## config.mk

```make
export PLATFORM = sky130hd
export DESIGN_NAME = video_top
export DESIGN_NICKNAME = d
export VERILOG_FILES = /design/src/rtl/video_top.sv
export SDC_FILE = /design/constraint.sdc
export NUM_CORES = 1
export LEC_CHECK = 0
export ABC_AREA = 0
export CORE_MARGIN = 2
export CORE_UTILIZATION = 50
export CTS_CLUSTER_DIAMETER = 150
export CTS_CLUSTER_SIZE = 10
export DETAILED_ROUTE_END_ITERATION = 6
export HOLD_SLACK_MARGIN = 0.03
export PLACE_DENSITY = 0.75
export SETUP_SLACK_MARGIN = 0.5
export SLEW_MARGIN = 20
export SYNTH_ARGS = -nofsm -noshare
export SYNTH_HDL_FRONTEND = slang
export SYNTH_SLANG_ARGS = --single-unit
```

## constraint.sdc

```tcl
create_clock -name FPGA_CLK1_50 -period 2.45 [get_ports FPGA_CLK1_50]
set_clock_uncertainty 0.2 [all_clocks]
set_input_delay 0.49 -clock FPGA_CLK1_50 [delete_from_list [all_inputs] [get_ports FPGA_CLK1_50]]
set_output_delay 0.49 -clock FPGA_CLK1_50 [all_outputs]
set_load 0.05 [all_outputs]
```

## src/rtl/video_top.sv

```systemverilog
// ---------------------------------------------------------------------------
// video_top
// ---------------------------------------------------------------------------
// Purpose:
//     Top-level board block. Generates VGA-style video timing (sync, blank,
//     RGB) from a single 50 MHz clock that also serves as the pixel clock.
//     It also drives status LEDs: a slow blinker, a key mirror and a switch
//     mirror.
//
// Optional feature macro:
//     VIDEO_PATTERN_EN
//         Defined:   the display region shows a white 16-pixel grid.
//         Undefined: the display region shows a solid colour chosen by SW[2:0].
//     Timing and LED behaviour are identical in both builds.
//
// Ports:
//     FPGA_CLK1_50  in   1   system and pixel clock, rising edge
//     sys_rst       in   1   synchronous active-high reset
//     KEY           in   2   push buttons, active-low (KEY[1] shown on LED[1])
//     SW            in   4   slide switches (shown on LED[7:4])
//     LED           out  8   status LEDs
//     VGA_CLK       out  1   pixel clock to the DAC (pass-through)
//     VGA_HS        out  1   horizontal sync, active-low
//     VGA_VS        out  1   vertical sync, active-low
//     VGA_BLANK     out  1   1 = active display pixel, 0 = blanking
//     VGA_RGB       out  24  pixel colour {R,G,B}
// ---------------------------------------------------------------------------
module video_top #(
    parameter int HDISP   = 800,
    parameter int VDISP   = 480,
    parameter int HFP     = 40,
    parameter int HPULSE  = 48,
    parameter int HBP     = 40,
    parameter int VFP     = 13,
    parameter int VPULSE  = 3,
    parameter int VBP     = 29,
    parameter int CNT_1HZ = 25_000_000
) (
    input  logic        FPGA_CLK1_50,
    input  logic        sys_rst,
    input  logic [1:0]  KEY,
    input  logic [3:0]  SW,
    output logic [7:0]  LED,
    output logic        VGA_CLK,
    output logic        VGA_HS,
    output logic        VGA_VS,
    output logic        VGA_BLANK,
    output logic [23:0] VGA_RGB
);

    localparam int HTOTAL = HFP + HPULSE + HBP + HDISP;
    localparam int VTOTAL = VFP + VPULSE + VBP + VDISP;
    localparam int HW     = $clog2(HTOTAL);
    localparam int VW     = $clog2(VTOTAL);
    localparam int CW     = (CNT_1HZ > 1) ? $clog2(CNT_1HZ) : 1;

    // Region boundaries along a line / down a frame. Each line starts with
    // the front porch and ends with the visible pixels.
    localparam logic [HW-1:0] H_LAST       = HW'(HTOTAL - 1);
    localparam logic [HW-1:0] H_SYNC_START = HW'(HFP);
    localparam logic [HW-1:0] H_SYNC_END   = HW'(HFP + HPULSE);
    localparam logic [HW-1:0] H_DISP_START = HW'(HFP + HPULSE + HBP);

    localparam logic [VW-1:0] V_LAST       = VW'(VTOTAL - 1);
    localparam logic [VW-1:0] V_SYNC_START = VW'(VFP);
    localparam logic [VW-1:0] V_SYNC_END   = VW'(VFP + VPULSE);
    localparam logic [VW-1:0] V_DISP_START = VW'(VFP + VPULSE + VBP);

    localparam logic [CW-1:0] CNT_LAST     = CW'(CNT_1HZ - 1);

    logic [HW-1:0] hcnt;
    logic [VW-1:0] vcnt;
    logic [CW-1:0] led_cnt;

    logic          h_sync;
    logic          v_sync;
    logic          in_display;
    logic [23:0]   pixel_rgb;

    // KEY[0] has no function on this board block.
    logic          unused_key;
    assign unused_key = KEY[0];

    assign VGA_CLK = FPGA_CLK1_50;

    // Raster position: hcnt walks along a line, vcnt steps once per line.
    always_ff @(posedge FPGA_CLK1_50) begin
        if (sys_rst) begin
            hcnt <= '0;
            vcnt <= '0;
        end else if (hcnt == H_LAST) begin
            hcnt <= '0;
            vcnt <= (vcnt == V_LAST) ? '0 : vcnt + VW'(1);
        end else begin
            hcnt <= hcnt + HW'(1);
        end
    end

    assign h_sync     = (hcnt >= H_SYNC_START) && (hcnt < H_SYNC_END);
    assign v_sync     = (vcnt >= V_SYNC_START) && (vcnt < V_SYNC_END);
    assign in_display = (hcnt >= H_DISP_START) && (vcnt >= V_DISP_START);

`ifdef VIDEO_PATTERN_EN
    // Pixel coordinates relative to the top-left visible pixel. Only
    // meaningful while in_display is set; outside it the colour is forced
    // to black anyway.
    logic [HW-1:0] pix_x;
    logic [VW-1:0] pix_y;

    assign pix_x     = hcnt - H_DISP_START;
    assign pix_y     = vcnt - V_DISP_START;
    assign pixel_rgb = ((pix_x[3:0] == 4'd0) || (pix_y[3:0] == 4'd0)) ?
                       24'hFFFFFF : 24'h000000;
`else
    // Each switch turns one colour channel fully on or off.
    assign pixel_rgb = {{8{SW[2]}}, {8{SW[1]}}, {8{SW[0]}}};
`endif

    // Video pins are registered so that sync, blank and colour leave the
    // chip aligned to each other, one cycle behind the raster counters.
    always_ff @(posedge FPGA_CLK1_50) begin
        if (sys_rst) begin
            VGA_HS    <= 1'b1;
            VGA_VS    <= 1'b1;
            VGA_BLANK <= 1'b0;
            VGA_RGB   <= '0;
        end else begin
            VGA_HS    <= ~h_sync;
            VGA_VS    <= ~v_sync;
            VGA_BLANK <= in_display;
            VGA_RGB   <= in_display ? pixel_rgb : 24'h000000;
        end
    end

    // LED[0] blinks: it flips each time led_cnt completes CNT_1HZ cycles.
    // The other LEDs are registered copies of the key and switches.
    always_ff @(posedge FPGA_CLK1_50) begin
        if (sys_rst) begin
            LED     <= '0;
            led_cnt <= '0;
        end else begin
            LED[7:4] <= SW;
            LED[3:2] <= 2'b00;
            LED[1]   <= ~KEY[1];
            if (led_cnt == CNT_LAST) begin
                led_cnt <= '0;
                LED[0]  <= ~LED[0];
            end else begin
                led_cnt <= led_cnt + CW'(1);
            end
        end
    end

endmodule

```

==> results.md <==
- Post-synth top cells: dfxtp_1, nor2_1, buf_4
- Final hold viol count: 0
- Setup WS pre-CTS: -0.137 ns
- Area contributors post-synth: dfxtp_1, buf_4, xnor2_1
- GP Congestion: 0.819
- Clock power share: 0.517
- Reg power frac: 0.435
- Most numerous cell in the Yosys netlist: dfxtp_1
- Total I/O pin count: 44
- Total routed wirelength: 5480 µm
- Worst Path Required: 1.76 ns
- FFs w/ async S/R, synth: 0
- Int Pwr: 1.64 mW
- Initial Util: 0.525
- Initial antenna violation count: 0
- Largest net degree at the start of global routing: 14
- Crit path max fanout: 2
- Post-Layout Cell Count: 426
- CP arrival: 1.56 ns
- Gr ovfl total: 0
- Maximum vdd drop: 0.000742 V
- Kind of end point of the critical path: output port
- Sw Pwr: 0.537 mW
- Vias in the first global route: 2086
- Setup tns final: 0 ns
- Synth Register Bits: 57
- Vias: 2253
- Nets: 365
- Leak Pwr: 1.22 nW
- PwrDens: 645 nW/µm²
- Initial DRC Count: 131
- CTS tree: yes
- Final count of negative-setup-slack endpoints: 0
- Post-Synthesis Cell Area: 2720 µm²
- Comb pwr share: 0.048
- Diodes inserted: 0
- Fin worst setup slack: 0.196 ns
- Syn avg cell area: 8.76 µm²
- Core area: 5170 µm²
- Status: finished clean
- Largest area contributor in the netlist: dfxtp_1
- Top FF cell, synth: dfxtp_1
- HP Class: register to register
- Worst-Skew Late Latency: 0.44 ns
- Cells after synthesis: 310
- Sequential element share of the synthesized area: 0.420
- Final Power: 2.18 mW
- Die Ht: 77.7 µm
- Pre-antenna DRT Iters: 4
- Die area: 6040 µm²
- Worst-path clk slew: 0.06 ns
- Top cell type's share of synthesized area: 0.420
- DRT antenna net count: 0
- Post-synth cell types: 40
- Setup Crit Path Kind: clock port to output port
- Die width: 77.7 µm
- Max Cap Viol: 0
- Via-per-instance ratio: 5.29
- RSZ-0062 raised after global routing: yes
- Design Area, Final: 3380 µm²
- Number of cell rows: 26
- Dpl cell area: 3030 µm²
- Net Sw Frac: 0.246
- Synth Warn #: 0
- Hpwl dp: 3490 µm
- DP Cell Count: 393
- Port Buf Inserts: 40
- Fin. max-slew vios: 0
- Startpoint type of the worst setup path: clock port
- Overall global routing resource usage: 0.199
- Residual DRC: 0
- DR WL/cell: 12.9 µm
- Area growth syn-to-layout: 24.6%
- Number of enable flip-flop cells after synthesis: 0
- Global-route wire length before repair: 9410 µm
- Share of layout cells above drive strength 1: 0.326
cells in the final DEF, fill, tap and decap left out, types with 9 or more instances in the layout:
cell type	instances
a21oi_2	9
buf_2	24
buf_4	14
clkbuf_8	11
dfxtp_1	42
dfxtp_2	13
inv_1	12
nand2_1	17
nand3_1	16
nor2_1	30
o21ai_0	13
xnor2_1	21
area by class of cell:
class	instances	area (µm²)
fillers	413	1790
multi-input cells	210	1420
flip-flops and latches	57	1160
repair buffers	57	407
clock buffers	15	200
well taps	70	87.6
clock inverters	5	55.1
inverters	12	45.0
cells by family after synthesis:
logic type,after synthesis,share of synthesized area
adders and majority gates,6,0.0276
AOI/OAI and AO/OA,37,0.0802
and+or+nand+nor,139,0.287
buffers and inverters,44,0.100
xor gates and xnor gates,26,0.0839
other,1,0.00138
DFF,57,0.420
registers in the layout (all words and copies together), names as in the netlist:
name,count
hcnt,10
VGA_VS,1
VGA_HS,1
vcnt,10
VGA_RGB,3
LED,6
VGA_BLANK,1
led_cnt,25
per-layer routing:
metal,track usage,vias to the layer above,routed length [µm]
li1,-,1141,-
met5,0,-,0
met1,0.244,1017,2600
met3,0.0605,12,366
met2,0.306,83,2380
met4,0.120,0,133
worst paths after layout:
| check | start | end | slack, ns | cells past startpoint |
|---|---|---|---|---|
| max | FPGA_CLK1_50 | VGA_CLK | 0.20 | 3 |
| min | led_cnt[0] | led_cnt[0] | 0.26 | 1 |
| max reg2reg | led_cnt[8] | led_cnt[11] | 0.34 | 5 |
| min reg2reg | led_cnt[0] | led_cnt[0] | 0.26 | 1 |
critical path, cell delays in order:
cell	delay (ns)
buf_8	0.10
buf_8	0.10
buf_8	0.14
through the flow:
stage                     utilization  hold WS [ns]
after detailed placement        0.586         0.229
after CTS                       0.650         0.249
after global routing            0.654         0.262
after floorplan                     -         0.208
after global placement          0.586         0.221
final                           0.654         0.256
power by group through the flow:
stage,registers (mW),clock network [mW],logic [mW]
6_report,0.949,1.13,0.104
5_1_grt,0.950,1.20,0.112
4_1_cts,0.949,1.11,0.101
3_5_place_dp,0.970,0.0942,0.0836
3_3_place_gp,0.969,0.0942,0.0831
2_1_floorplan,0.984,0.132,0.0430
repair_timing:
item	4_1_cts	5_1_grt
endpoints found under the setup margin	63	48
resized for setup	160	37
pin swaps	10	3
hold buffers	0	0
gates cloned	2	0
setup buffers	8	4
No activity file was read; power rests on OpenSTA's default activity.
